$ cat src/rtl/byte_buf_reader.sv
// byte_buf_reader: circular byte store streamed out as a valid/ready byte
// stream. Streaming starts when a complete frame is buffered or the fill
// level reaches START_THRESH. IFG_CYCLES idle cycles follow every last byte.
// Optional BUF_RD_STATS_EN adds saturating drop and frame counters.
module byte_buf_reader #(
  parameter int DEPTH        = 8,
  parameter int IFG_CYCLES   = 12,
  parameter int START_THRESH = 4
) (
  input  logic                     clk,
  input  logic                     rst,
  input  logic                     wr,
  input  logic [7:0]               val,
  input  logic                     wr_last,
  output logic                     full,
  output logic                     ovf,
  output logic                     empty,
  output logic [$clog2(DEPTH):0]   level,
  output logic [7:0]               rd_data,
  output logic                     rd_last,
  output logic                     rd_valid,
`ifdef BUF_RD_STATS_EN
  output logic [15:0]              ovf_cnt,
  output logic [15:0]              frm_cnt,
`endif
  input  logic                     rd_ready
);

  localparam int AW = $clog2(DEPTH);
  localparam int PW = AW + 1;
  localparam int GW = (IFG_CYCLES > 0) ? $clog2(IFG_CYCLES + 1) : 1;

  typedef enum logic [1:0] {IDLE, STREAM, GAP} state_t;

  state_t          state, state_nxt;
  logic [8:0]      mem [DEPTH];
  logic [PW-1:0]   wr_ptr, rd_ptr, frm, lvl;
  logic [PW-1:0]   wr_ptr_nxt, rd_ptr_nxt, frm_nxt, lvl_nxt;
  logic [GW-1:0]   gap_cnt, gap_nxt;
  logic [8:0]      head;
  logic            wr_acc, offer, hs, last_hs, start;

  assign lvl    = wr_ptr - rd_ptr;
  assign level  = lvl;
  assign full   = (lvl == PW'(DEPTH));
  assign empty  = (lvl == '0);
  assign wr_acc = wr & ~full;

  // Head entry falls through from storage; gated so storage is never visible
  // while nothing is offered.
  assign head     = mem[rd_ptr[AW-1:0]];
  assign offer    = (state == STREAM) & ~empty;
  assign rd_valid = offer;
  assign rd_data  = offer ? head[7:0] : 8'h00;
  assign rd_last  = offer & head[8];
  assign hs       = offer & rd_ready;
  assign last_hs  = hs & head[8];

  // Post-edge view of pointers and frame count: lets a byte written at an
  // edge be offered in the very next cycle, and lets the gap end straight
  // into STREAM so the idle time is exactly IFG_CYCLES.
  always_comb begin
    wr_ptr_nxt = wr_ptr + PW'(wr_acc);
    rd_ptr_nxt = rd_ptr + PW'(hs);
    frm_nxt    = frm;
    case ({wr_acc & wr_last, last_hs})
      2'b10:   frm_nxt = frm + 1'b1;
      2'b01:   frm_nxt = frm - 1'b1;
      default: frm_nxt = frm;
    endcase
    lvl_nxt = wr_ptr_nxt - rd_ptr_nxt;
    start   = (frm_nxt != '0) || (lvl_nxt >= PW'(START_THRESH));
  end

  // Storage write; not reset, contents hidden by output gating.
  always_ff @(posedge clk) begin
    if (wr_acc) mem[wr_ptr[AW-1:0]] <= {wr_last, val};
  end

  // Pointers, frame count, overflow pulse, gap counter and state.
  always_ff @(posedge clk or negedge rst) begin
    if (!rst) begin
      wr_ptr  <= '0;
      rd_ptr  <= '0;
      frm     <= '0;
      ovf     <= 1'b0;
      gap_cnt <= '0;
      state   <= IDLE;
    end else begin
      wr_ptr  <= wr_ptr_nxt;
      rd_ptr  <= rd_ptr_nxt;
      frm     <= frm_nxt;
      ovf     <= wr & full;
      gap_cnt <= gap_nxt;
      state   <= state_nxt;
    end
  end

  // Next-state: IDLE waits for a frame or threshold, STREAM offers bytes
  // (holding through underruns), GAP counts out the inter-frame gap.
  always_comb begin
    state_nxt = state;
    gap_nxt   = gap_cnt;
    case (state)
      IDLE:   if (start) state_nxt = STREAM;
      STREAM: begin
        if (last_hs) begin
          if (IFG_CYCLES == 0) begin
            state_nxt = start ? STREAM : IDLE;
          end else begin
            state_nxt = GAP;
            gap_nxt   = GW'(IFG_CYCLES);
          end
        end
      end
      GAP: begin
        gap_nxt = gap_cnt - 1'b1;
        if (gap_cnt <= GW'(1)) state_nxt = start ? STREAM : IDLE;
      end
      default: state_nxt = IDLE;
    endcase
  end

`ifdef BUF_RD_STATS_EN
  // Saturating counters of dropped writes and last-byte handshakes.
  always_ff @(posedge clk or negedge rst) begin
    if (!rst) begin
      ovf_cnt <= '0;
      frm_cnt <= '0;
    end else begin
      if (wr && full && ovf_cnt != 16'hFFFF) ovf_cnt <= ovf_cnt + 1'b1;
      if (last_hs && frm_cnt != 16'hFFFF)    frm_cnt <= frm_cnt + 1'b1;
    end
  end
`endif

endmodule

$ cat config.mk
export PLATFORM = sky130hd
export DESIGN_NAME = byte_buf_reader
export DESIGN_NICKNAME = d
export VERILOG_FILES = /design/src/rtl/byte_buf_reader.sv
export SDC_FILE = /design/constraint.sdc
export NUM_CORES = 1
export LEC_CHECK = 0
export CAP_MARGIN = 20
export CORE_ASPECT_RATIO = 0.75
export CORE_UTILIZATION = 40
export CTS_BUF_LIST = sky130_fd_sc_hd__clkbuf_16
export CTS_CLUSTER_SIZE = 24
export DETAILED_ROUTE_END_ITERATION = 10
export GPL_TIMING_DRIVEN = 0
export PLACE_DENSITY = 0.67
export SKIP_LAST_GASP = 1
export SLEW_MARGIN = 20
export SYNTH_ARGS = -nofsm -noshare
export SYNTH_HDL_FRONTEND = slang
export SYNTH_SLANG_ARGS = --single-unit
$ cat constraint.sdc
create_clock -name clk -period 6 [get_ports clk]
set_clock_uncertainty 0.05 [all_clocks]
set_input_delay 1.2 -clock clk [delete_from_list [all_inputs] [get_ports clk]]
set_output_delay 1.2 -clock clk [all_outputs]
set_load 0.1 [all_outputs]
Word level (Yosys, flattened, before mapping)
Memory sizes are Yosys's and may differ from the RTL's. Cells that the tools add are included.

Register bits: 19. Output and inout port bits: 17. Memory bits (writable): 72. Bits of input ports: 13. Word-level logic and storage cells: 51. Memories: 1.

Bitwise operators: 9. Reduce and logical (&&, ||, !) cells: 7. $add $sub $neg: 7. Equal/unequal tests: 8. Order comparisons: 2. Muxes and demuxes: 11.

Memory list: mem (depth 8, width 9, rd ports 1, clocked after Yosys merged registers in 0, write ports 1, RTL line 36) `logic [8:0] mem [DEPTH];`.

Operators by type and width (count): 4-bit one-hot mux with 2 select lines (2); 4-bit by 1-bit adder with 4-bit output (2); 8-bit two-way mux (1); 4-bit by 1-bit subtractor with 4-bit output (second input constant) (2); 4-bit subtractor (2); 1-bit AND (7); 2-bit two-way mux (3); 2-bit != test (second input constant) (3); 2-bit one-hot mux with 3 select lines (1); 4-bit by 1-bit adder with 4-bit output (second input constant) (1); 2-bit by 1-bit equality test with 1-bit output (second input constant) (2); 2-bit equality test (second input constant) (2); 4-bit equality test (second input constant) (1); 4-bit by 3-bit >= comparator with 1-bit output (second input constant) (1); 4-bit by 1-bit <= comparator with 1-bit output (second input constant) (1); 4-bit logical NOT (1); 4-bit two-way mux (1); 4-bit nonzero test (1); 1-bit two-way mux (3); 3-bit AND reduction (1); 2-bit logical NOT (1); 1-bit NOT (2); 2-bit AND reduction (1); 2-bit nonzero test (1); 1-bit logical OR (1).

Logic depth before layout (Yosys ltp)
Gate-level depths: netlist of the first run.

Depth in word-level cells: 13. Mapped depth: 19. Depth with buffers taken out: 18.

Worst setup path before layout of the first run
OpenSTA, ideal clock, no wires.

Kind: reg-to-output. Start point: register rd_ptr[1]. End point: output port rd_data[0]. Cell stages (with the launch flop): 10. Setup slack: -0.664 ns. Arrival: 5.414 ns. Path buffers: 3. Required time: 4.750 ns. Cell sequence: dfrtp_1 -> clkbuf_1 -> clkbuf_1 -> inv_1 -> fa_1 -> xor2_1 -> nor3_1 -> a311o_1 -> buf_2 -> a21oi_1.

Word-level cells in the longest chain between the ends: 5. Elaborated cells between the ends (all ways): 6. Those cells by class: add/sub (1); mux (1); bitwise (2); reduce/logical (1); memory (1).

Ends and longest elaborated chain: start: declaration (RTL line 37) `logic [PW-1:0] wr_ptr, rd_ptr, frm, lvl;`; start signal: assignment (RTL line 91) `rd_ptr <= rd_ptr_nxt;`; 4-bit subtractor (RTL line 43) `assign lvl = wr_ptr - rd_ptr;`; via level[2] (RTL line 18) `output logic [$clog2(DEPTH):0] level,`; 4-bit logical NOT (RTL line 46) `assign empty = (lvl == '0);`; 1-bit NOT (RTL line 52) `assign offer = (state == STREAM) & ~empty;`; 1-bit AND (RTL line 52); 8-bit two-way mux (RTL line 54) `assign rd_data = offer ? head[7:0] : 8'h00;`; end: declaration (RTL line 19) `output logic [7:0] rd_data,`.

The timed path passes the listed nets, and every way through them passes these cells.

Worst setup path after layout of the first run
Start point: register rd_ptr[1]. End point: output port rd_data[3].

Word-level cells in the longest chain between the ends: 5. Elaborated cells between the ends (all ways): 6. Those cells by class: add/sub (1); mux (1); bitwise (2); reduce/logical (1); memory (1).

Ends and longest elaborated chain (RTL line): 4-bit subtractor (43); 4-bit logical NOT (46); 1-bit NOT (52); 1-bit AND (52); 8-bit two-way mux * (54).

Every way passes the cells marked *; elsewhere a longest branch is shown, timed or not.

==> results of run 1 <==
==> worst max-delay path: cells and delay by family (launching register included) <==
family          cells  cell delay [ns]
buf+inv             5             1.96
compound gates      3             0.79
simple gates        2             0.53
flops               1             0.37
fa+ha+maj           1             0.31
==> synth_stat cells (3+ instances only) <==
cell / count / area, um^2
sky130_fd_sc_hd__a21oi_1: 11 / 55.1
sky130_fd_sc_hd__and2_1: 3 / 18.8
sky130_fd_sc_hd__buf_2: 3 / 15.0
sky130_fd_sc_hd__clkbuf_1: 3 / 11.3
sky130_fd_sc_hd__dfrtp_1: 19 / 475
sky130_fd_sc_hd__edfxtp_1: 72 / 2160
sky130_fd_sc_hd__ha_1: 14 / 175
sky130_fd_sc_hd__inv_1: 14 / 52.6
sky130_fd_sc_hd__mux4_2: 18 / 405
sky130_fd_sc_hd__nand2_1: 28 / 105
sky130_fd_sc_hd__nand3_1: 4 / 20.0
sky130_fd_sc_hd__nor2_1: 9 / 33.8
sky130_fd_sc_hd__nor2b_1: 5 / 31.3
sky130_fd_sc_hd__nor3_1: 6 / 30.0
sky130_fd_sc_hd__o21ai_0: 3 / 15.0
sky130_fd_sc_hd__or3_1: 5 / 31.3
sky130_fd_sc_hd__xnor2_1: 3 / 26.3
sky130_fd_sc_hd__xor2_1: 10 / 87.6
==> per-stage QoR <==
stage               TNS, ns  hold WS [ns]  instance area, um^2  utilization (%)  std cells
floorplan                 0         0.422                 4000                -        254
global placement          0         0.442                 4460             46.2        415
detailed placement  -0.0526         0.458                 4480             46.4        417
CTS                       0         0.473                 4820             49.9        433
global route              0         0.493                 4820             50.0        433
finish                    0         0.468                 4820             50.0        433
==> worst max path at each step <==
stage,to,slack [ns],cells after the start,start
3_3_place_gp,rd_data[4],0.06,11,rd_ptr[1]
4_1_cts,rd_data[3],0.08,11,rd_ptr[1]
6_report,rd_data[3],0.44,11,rd_ptr[1]
3_5_place_dp,rd_data[4],-0.03,11,rd_ptr[1]
2_1_floorplan,state[0],0.14,17,rd_ptr[1]
5_1_grt,rd_data[3],0.18,11,rd_ptr[1]
==> layout make-up <==
cell class                      count  area (um^2)
Fill cell                         786         4830
Sequential cell                    91         2640
Multi-Input combinational cell    142         1300
Timing Repair Buffer               31          315
Clock buffer                        9          225
Tap cell                          132          165
Clock inverter                      7         98.8
Inverter                           15         56.3
Buffer                              6         27.5
==> sequential cells by signal, summed over array words and instances, names as in the netlist <==
register	cells
mem	72
frm	4
gap_cnt	4
rd_ptr	4
wr_ptr	4
state	2
ovf	1
==> routing by layer <==
metal	vias up	share of wire, %	routed length, um	global-route usage, %
met3	6	6.9	538	4.71
li1	1049	-	-	-
met4	0	0.84	66	5.18
met5	-	0	0	0
met1	1102	46	3600	24.4
met2	67	46	3600	24.6
==> repair_timing <==
item                       CTS  global route
setup buffers                0             0
gates cloned                 0             0
resized for setup           28             2
setup endpoints to repair   10            12
hold endpoints to repair     0             0
==> logic make-up after synthesis <==
| group | count (synthesis) | synth area share [%] |
|---|---|---|
| flops | 91 | 66.6 |
| simple gates | 67 | 8.27 |
| compound gates | 27 | 4.52 |
| buf+inv | 21 | 2.08 |
| mux | 20 | 10.8 |
| fa+ha+maj | 15 | 4.93 |
| xor+xnor | 13 | 2.87 |
==> impl_metrics.prom, run 1 <==
# TYPE chip_impl_metric gauge
chip_impl_metric{name="r2r_slack",unit="ns"} 0.75
chip_impl_metric{name="worst-endpoint-arrival",unit="ns"} 4.31
chip_impl_metric{name="data_required_time_of_the_worst_path",unit="ns"} 4.75
chip_impl_metric{name="tritoncts.num_buffers",unit=""} 9
chip_impl_metric{name="placementRows",unit=""} 31
chip_impl_metric{name="synthesis.nets",unit=""} 282
chip_impl_metric{name="yosysWarningCount",unit=""} 0
chip_impl_info{name="whs_endpoint",value="frm[3]"} 1
chip_impl_metric{name="drt_pre_antenna_iters",unit=""} 5
chip_impl_info{name="cts_tree",value="yes"} 1
chip_impl_info{name="worst_r2r_startpoint",value="rd_ptr[1]"} 1
chip_impl_info{name="postSynth.topFlopCell",value="sky130_fd_sc_hd__edfxtp_1"} 1
chip_impl_metric{name="number_of_i_o_port_buffers",unit=""} 29
chip_impl_metric{name="rd_place_congestion",unit=""} 0.716
chip_impl_metric{name="finalCriticalPeriod",unit="ns"} 5.56
chip_impl_metric{name="post_synth_inst_count",unit=""} 254
chip_impl_metric{name="pre_cts_ws",unit="ns"} -0.0268
chip_impl_metric{name="fp.coreArea",unit="mm^2"} 0.00966
chip_impl_info{name="root_buffer",value="sky130_fd_sc_hd__clkbuf_16"} 1
chip_impl_metric{name="finalWorstSetupSlack",unit="ns"} 0.441
chip_impl_metric{name="cts_sinks",unit=""} 91
chip_impl_metric{name="grt_pass1_wl",unit="um"} 11900
chip_impl_metric{name="routed_wl",unit="um"} 7810
chip_impl_metric{name="syn-mean-instance-area",unit="um^2"} 15.6
chip_impl_info{name="timing.critical_path.cells",value="clkbuf_1 -> clkbuf_2 -> inv_1 -> ha_1 -> nor2b_1 -> o21a_1 -> or3_1 -> a311o_1 -> buf_2 -> a21oi_2 -> clkdlybuf4s15_2"} 1
chip_impl_info{name="timing.setup.critical_path_class",value="flop to output pin"} 1
chip_impl_metric{name="largest_net_degree_at_the_start_of_global_routing",unit=""} 20
chip_impl_metric{name="post_synth_instance_area",unit="mm^2"} 0.00396
chip_impl_metric{name="hold_viol_final",unit=""} 0
chip_impl_metric{name="grt.total_usage",unit="%"} 16.8
chip_impl_info{name="run_status",value="finished, final reports clean"} 1
chip_impl_info{name="end_kind",value="output pin"} 1
chip_impl_metric{name="max_slew_margin",unit="%"} 29.8
chip_impl_metric{name="tightest_slew",unit="ns"} 1.05
chip_impl_metric{name="drv_slew",unit=""} 0
chip_impl_metric{name="route.vias.total",unit=""} 2224
chip_impl_metric{name="initial_antenna_violation_count",unit=""} 0
chip_impl_metric{name="first_global_vias",unit=""} 2101
chip_impl_metric{name="insertion_delay",unit="ns"} 0.33
chip_impl_metric{name="clk_pin_slew",unit="ns"} 0.07
chip_impl_info{name="grt_setup_unrepaired",value="no"} 1
chip_impl_info{name="hp-class",value="flop to flop"} 1
chip_impl_info{name="most_frequent_cells_in_the_layout",value="72 x sky130_fd_sc_hd__edfxtp_1, 28 x sky130_fd_sc_hd__nand2_1, 19 x sky130_fd_sc_hd__dfrtp_1, 19 x sky130_fd_sc_hd__clkdlybuf4s50_1, 18 x sky130_fd_sc_hd__mux4_2"} 1
chip_impl_info{name="layout_commonest_cell",value="sky130_fd_sc_hd__edfxtp_1"} 1
chip_impl_metric{name="max_freq",unit="GHz"} 0.180
chip_impl_info{name="critPathLaunchType",value="flop"} 1
chip_impl_metric{name="maxCapViolCount",unit=""} 0
chip_impl_metric{name="place_hpwl",unit="um"} 5260
chip_impl_metric{name="drt_drc_violations_left",unit=""} 0
chip_impl_metric{name="design.portCount",unit=""} 30
chip_impl_metric{name="grt-ovfl-total",unit=""} 0
chip_impl_metric{name="ys_seq_area_share",unit="%"} 66.6
chip_impl_metric{name="post_route_cells_drive_above_1_share",unit="%"} 21.9
chip_impl_metric{name="design.die.area",unit="mm^2"} 0.0103
chip_impl_metric{name="floorplan.die.width",unit="um"} 117
chip_impl_metric{name="post_drt_wl_per_cell",unit="um"} 18.0
chip_impl_metric{name="final-setup-viol-count",unit=""} 0
chip_impl_metric{name="post_cts_hold_buffer_count",unit=""} 0
chip_impl_metric{name="yosysUniqueCellTypes",unit=""} 37
chip_impl_metric{name="asyncSetResetFlopFracSynth",unit="%"} 20.9
chip_impl_metric{name="min_delay_path_depth",unit=""} 2
chip_impl_metric{name="synth-edff-count",unit=""} 72
chip_impl_metric{name="worst-r2r-cell-count",unit=""} 18
chip_impl_metric{name="area_growth",unit="%"} 21.8
chip_impl_metric{name="start_util",unit="%"} 41.0
chip_impl_metric{name="layout.nets",unit=""} 324
chip_impl_info{name="crit_path_top_delay_cell",value="sky130_fd_sc_hd__clkdlybuf4s15_2"} 1
chip_impl_info{name="worst_r2r_endpoint",value="state[0]"} 1
chip_impl_metric{name="post_drt_via_cell_ratio",unit=""} 5.14
chip_impl_metric{name="cts.htree.levels",unit=""} 3
chip_impl_metric{name="ys_ff_latch",unit=""} 91
chip_impl_metric{name="initialDrtViolationCount",unit=""} 162
chip_impl_info{name="worstHoldStart",value="frm[3]"} 1
chip_impl_metric{name="die-height",unit="um"} 88.2
chip_impl_metric{name="timing.final.crit_share",unit="%"} 92.7
chip_impl_metric{name="drt.antenna.violating_nets",unit=""} 0
chip_impl_metric{name="n_antenna_cell",unit=""} 0
chip_impl_metric{name="cpPeakStageDelay",unit="ns"} 0.57
chip_impl_metric{name="cts.path.max_buffers",unit=""} 2
chip_impl_metric{name="cp_max_fo",unit=""} 10
Power of run 1 is not shown: default switching activity piles up to over one toggle a cycle in this logic, so the estimate is an artifact.
==> inputs of run 2 (changes only) <==
- CAP_MARGIN: 20 -> 40
- CORE_ASPECT_RATIO: 0.75 -> 1.75
- PLACE_DENSITY: 0.67 -> 0.69
- clock period: 6 -> 4.9 ns (I/O delays scaled with it)
==> run 2 against run 1 <==
  * Worst hold slack lost 0.0013 ns
  * Register-to-register slack lost 0.24 ns
  * Sequential share of layout area down 3.0 points
  * Non-clock buffer count up 23
  * Setup slack lost 0.27 ns
  * Routed wire length fell by 4.2%
  * Critical path depth unchanged
  * Clock-buffer cell count unchanged
  * Cell area grew 5.9%
  * Largest cell class unchanged
==> impl_metrics.prom, run 2 (synthesis gave the netlist of run 1 again) <==
# TYPE chip_impl_metric gauge
chip_impl_info{name="worst_r2r_startpoint",value="rd_ptr[1]"} 1
chip_impl_metric{name="grt_pass1_wl",unit="um"} 12400
chip_impl_metric{name="min_delay_path_depth",unit=""} 2
chip_impl_metric{name="timing.final.crit_share",unit="%"} 96.5
chip_impl_metric{name="tightest_slew",unit="ns"} 0.559
chip_impl_metric{name="post_route_cells_drive_above_1_share",unit="%"} 25.6
chip_impl_metric{name="hold_viol_final",unit=""} 0
chip_impl_metric{name="number_of_i_o_port_buffers",unit=""} 29
chip_impl_metric{name="area_growth",unit="%"} 28.9
chip_impl_metric{name="fp.coreArea",unit="mm^2"} 0.00953
chip_impl_info{name="worstHoldStart",value="frm[3]"} 1
chip_impl_metric{name="cp_max_fo",unit=""} 19
chip_impl_metric{name="initial_antenna_violation_count",unit=""} 0
chip_impl_metric{name="dr_wl_met3",unit="um"} 243
chip_impl_metric{name="final_design_area_no_fill",unit="mm^2"} 0.00511
chip_impl_metric{name="largest_net_degree_at_the_start_of_global_routing",unit=""} 20
chip_impl_info{name="maxUsedRoutingLayer",value="met4"} 1
chip_impl_metric{name="place_hpwl",unit="um"} 5560
chip_impl_metric{name="layout.cells.non_filler",unit=""} 446
chip_impl_metric{name="post_cts_hold_buffer_count",unit=""} 0
chip_impl_metric{name="met1_wl",unit="um"} 2860
chip_impl_metric{name="tns",unit="ns"} 0
chip_impl_metric{name="floorplan.die.width",unit="um"} 77.2
chip_impl_metric{name="post-cts-setup-buffer-count",unit=""} 0
chip_impl_metric{name="crit_buf_inv",unit=""} 5
chip_impl_metric{name="drt_drc_violations_left",unit=""} 0
chip_impl_metric{name="data_required_time_of_the_worst_path",unit="ns"} 3.87
chip_impl_metric{name="routed_wl",unit="um"} 7480
chip_impl_metric{name="drt.antenna.violating_nets",unit=""} 0
chip_impl_info{name="cell_seen_most_often_among_critical_path_stages",value="sky130_fd_sc_hd__buf_8"} 1
chip_impl_metric{name="drv_slew",unit=""} 0
chip_impl_metric{name="insertion_delay",unit="ns"} 0.33
chip_impl_metric{name="start_util",unit="%"} 41.6
chip_impl_metric{name="placementRows",unit=""} 47
chip_impl_info{name="grt_setup_unrepaired",value="no"} 1
chip_impl_metric{name="layout.nets",unit=""} 347
chip_impl_metric{name="dpl_cell_area",unit="mm^2"} 0.00481
chip_impl_metric{name="drt_pre_antenna_iters",unit=""} 4
chip_impl_metric{name="first_global_vias",unit=""} 2439
chip_impl_metric{name="tritoncts.num_buffers",unit=""} 9
chip_impl_metric{name="wl_met2",unit="um"} 4280
chip_impl_info{name="whs_endpoint",value="frm[3]"} 1
chip_impl_metric{name="route.vias.total",unit=""} 2296
chip_impl_metric{name="die-height",unit="um"} 134
chip_impl_metric{name="largest_register_ffs",unit=""} 72
chip_impl_metric{name="max_freq",unit="GHz"} 0.211
chip_impl_metric{name="worst-r2r-cell-count",unit=""} 17
chip_impl_metric{name="placed_cells_incl_taps",unit=""} 431
chip_impl_metric{name="initialDrtViolationCount",unit=""} 85
chip_impl_metric{name="r2r_slack",unit="ns"} 0.51
chip_impl_info{name="most_frequent_cells_in_the_layout",value="72 x sky130_fd_sc_hd__edfxtp_1, 29 x sky130_fd_sc_hd__clkdlybuf4s50_1, 28 x sky130_fd_sc_hd__nand2_1, 19 x sky130_fd_sc_hd__dfrtp_1"} 1
chip_impl_info{name="timing.setup.critical_path_class",value="flop to output pin"} 1
chip_impl_info{name="path_delay_family",value="buffers and inverters"} 1
chip_impl_info{name="worst_r2r_endpoint",value="state[0]"} 1
chip_impl_metric{name="grt-ovfl-total",unit=""} 0
chip_impl_info{name="crit_path_top_delay_cell",value="sky130_fd_sc_hd__clkdlybuf4s50_1"} 1
chip_impl_metric{name="post_drt_wl_per_cell",unit="um"} 16.8
chip_impl_info{name="hp-class",value="flop to flop"} 1
chip_impl_metric{name="post_drt_via_cell_ratio",unit=""} 5.15
chip_impl_info{name="root_buffer",value="sky130_fd_sc_hd__clkbuf_16"} 1
chip_impl_metric{name="cts.path.max_buffers",unit=""} 2
chip_impl_info{name="timing.critical_path.cells",value="buf_8 -> inv_1 -> ha_1 -> nor2b_1 -> o21a_1 -> or3_1 -> a311o_2 -> clkbuf_4 -> a21oi_2 -> clkdlybuf4s50_1 -> buf_8"} 1
chip_impl_metric{name="max_slew_margin",unit="%"} 62.7
chip_impl_metric{name="clk_pin_slew",unit="ns"} 0.06
chip_impl_metric{name="design.portCount",unit=""} 30
chip_impl_metric{name="grt.total_usage",unit="%"} 16.3
chip_impl_metric{name="final-setup-viol-count",unit=""} 0
chip_impl_info{name="run_status",value="finished, final reports clean"} 1
chip_impl_info{name="end_kind",value="output pin"} 1
chip_impl_metric{name="maxCapViolCount",unit=""} 0
chip_impl_metric{name="design.die.area",unit="mm^2"} 0.0103
chip_impl_metric{name="worst-endpoint-arrival",unit="ns"} 3.70
chip_impl_metric{name="cts.htree.levels",unit=""} 3
chip_impl_metric{name="cpPeakStageDelay",unit="ns"} 0.53
chip_impl_metric{name="cts_sinks",unit=""} 91
chip_impl_metric{name="rd_place_congestion",unit=""} 0.714
chip_impl_metric{name="finalCriticalPeriod",unit="ns"} 4.73
chip_impl_info{name="cts_tree",value="yes"} 1
chip_impl_info{name="critPathLaunchType",value="flop"} 1
chip_impl_metric{name="n_antenna_cell",unit=""} 0
chip_impl_info{name="layout_commonest_cell",value="sky130_fd_sc_hd__edfxtp_1"} 1
chip_impl_info{name="crit_path_start",value="rd_ptr[1]"} 1
[run 2: changes by cell type in the layout (fill, tap and decap cells not counted), sizes merged]
cell           change
dlygate4sd2        -1
buf               +24
clkinv             +1
inv                -2
clkbuf             -1
clkdlybuf4s50     +10
clkinvlp           +2
bufinv             -1
clkdlybuf4s15      -9
[run 2: through the flow]
step,util (%),hold WS (ns),setup slack (ns)
2_1_floorplan,-,0.422,0.0265
3_3_place_gp,47.0,0.447,-0.299
3_5_place_dp,50.5,0.457,0.0822
4_1_cts,53.5,0.474,0.0189
5_1_grt,53.6,0.489,0.00952
6_report,53.6,0.466,0.170
[run 2: area by class of cell]
cell class	count	area, um^2
clock buffers	9	225
multi-input cells	142	1310
clock inverters	7	61.3
plain buffers	5	36.3
fillers	793	4420
flip-flops and latches	91	2640
well taps	122	153
inverters	15	63.8
repair buffers	55	617
[run 2: routing by layer]
metal  global-route usage (%)  vias up
li1                         -     1080
met1                     18.1     1169
met2                     29.9       39
met3                     3.90        8
met4                     5.66        0
met5                        0        -
[run 2: worst max path at each step]
stage,endpoint,cells past startpoint,slack [ns]
2_1_floorplan,state[0],17,0.03
6_report,rd_data[3],11,0.17
4_1_cts,rd_data[3],9,0.02
5_1_grt,rd_data[4],11,0.01
3_3_place_gp,rd_data[3],11,-0.30
3_5_place_dp,rd_data[2],12,0.08
[run 2: repair_timing]
action | CTS | global route
gates cloned | 0 | 0
resized for setup | 2 | 4
hold endpoints to repair | 0 | 0
endpoints found under the setup margin | 9 | 9
[run 2: worst register-to-register path, stage by stage, from the launching register on]
cell and delay, ns:
sky130_fd_sc_hd__dfrtp_1 0.41, sky130_fd_sc_hd__buf_8 0.21, sky130_fd_sc_hd__inv_1 0.10, sky130_fd_sc_hd__ha_1 0.27, sky130_fd_sc_hd__nor2b_1 0.13, sky130_fd_sc_hd__o21a_1 0.20, sky130_fd_sc_hd__or3_1 0.41, sky130_fd_sc_hd__a311o_2 0.48
sky130_fd_sc_hd__clkinvlp_4 0.10, sky130_fd_sc_hd__and2_1 0.14, sky130_fd_sc_hd__ha_1 0.18, sky130_fd_sc_hd__ha_1 0.16, sky130_fd_sc_hd__xor2_1 0.19, sky130_fd_sc_hd__inv_1 0.07, sky130_fd_sc_hd__ha_1 0.30, sky130_fd_sc_hd__or4b_4 0.54
sky130_fd_sc_hd__a211oi_2 0.23, sky130_fd_sc_hd__a221oi_1 0.10
Power of run 2 is left out for the same reason.
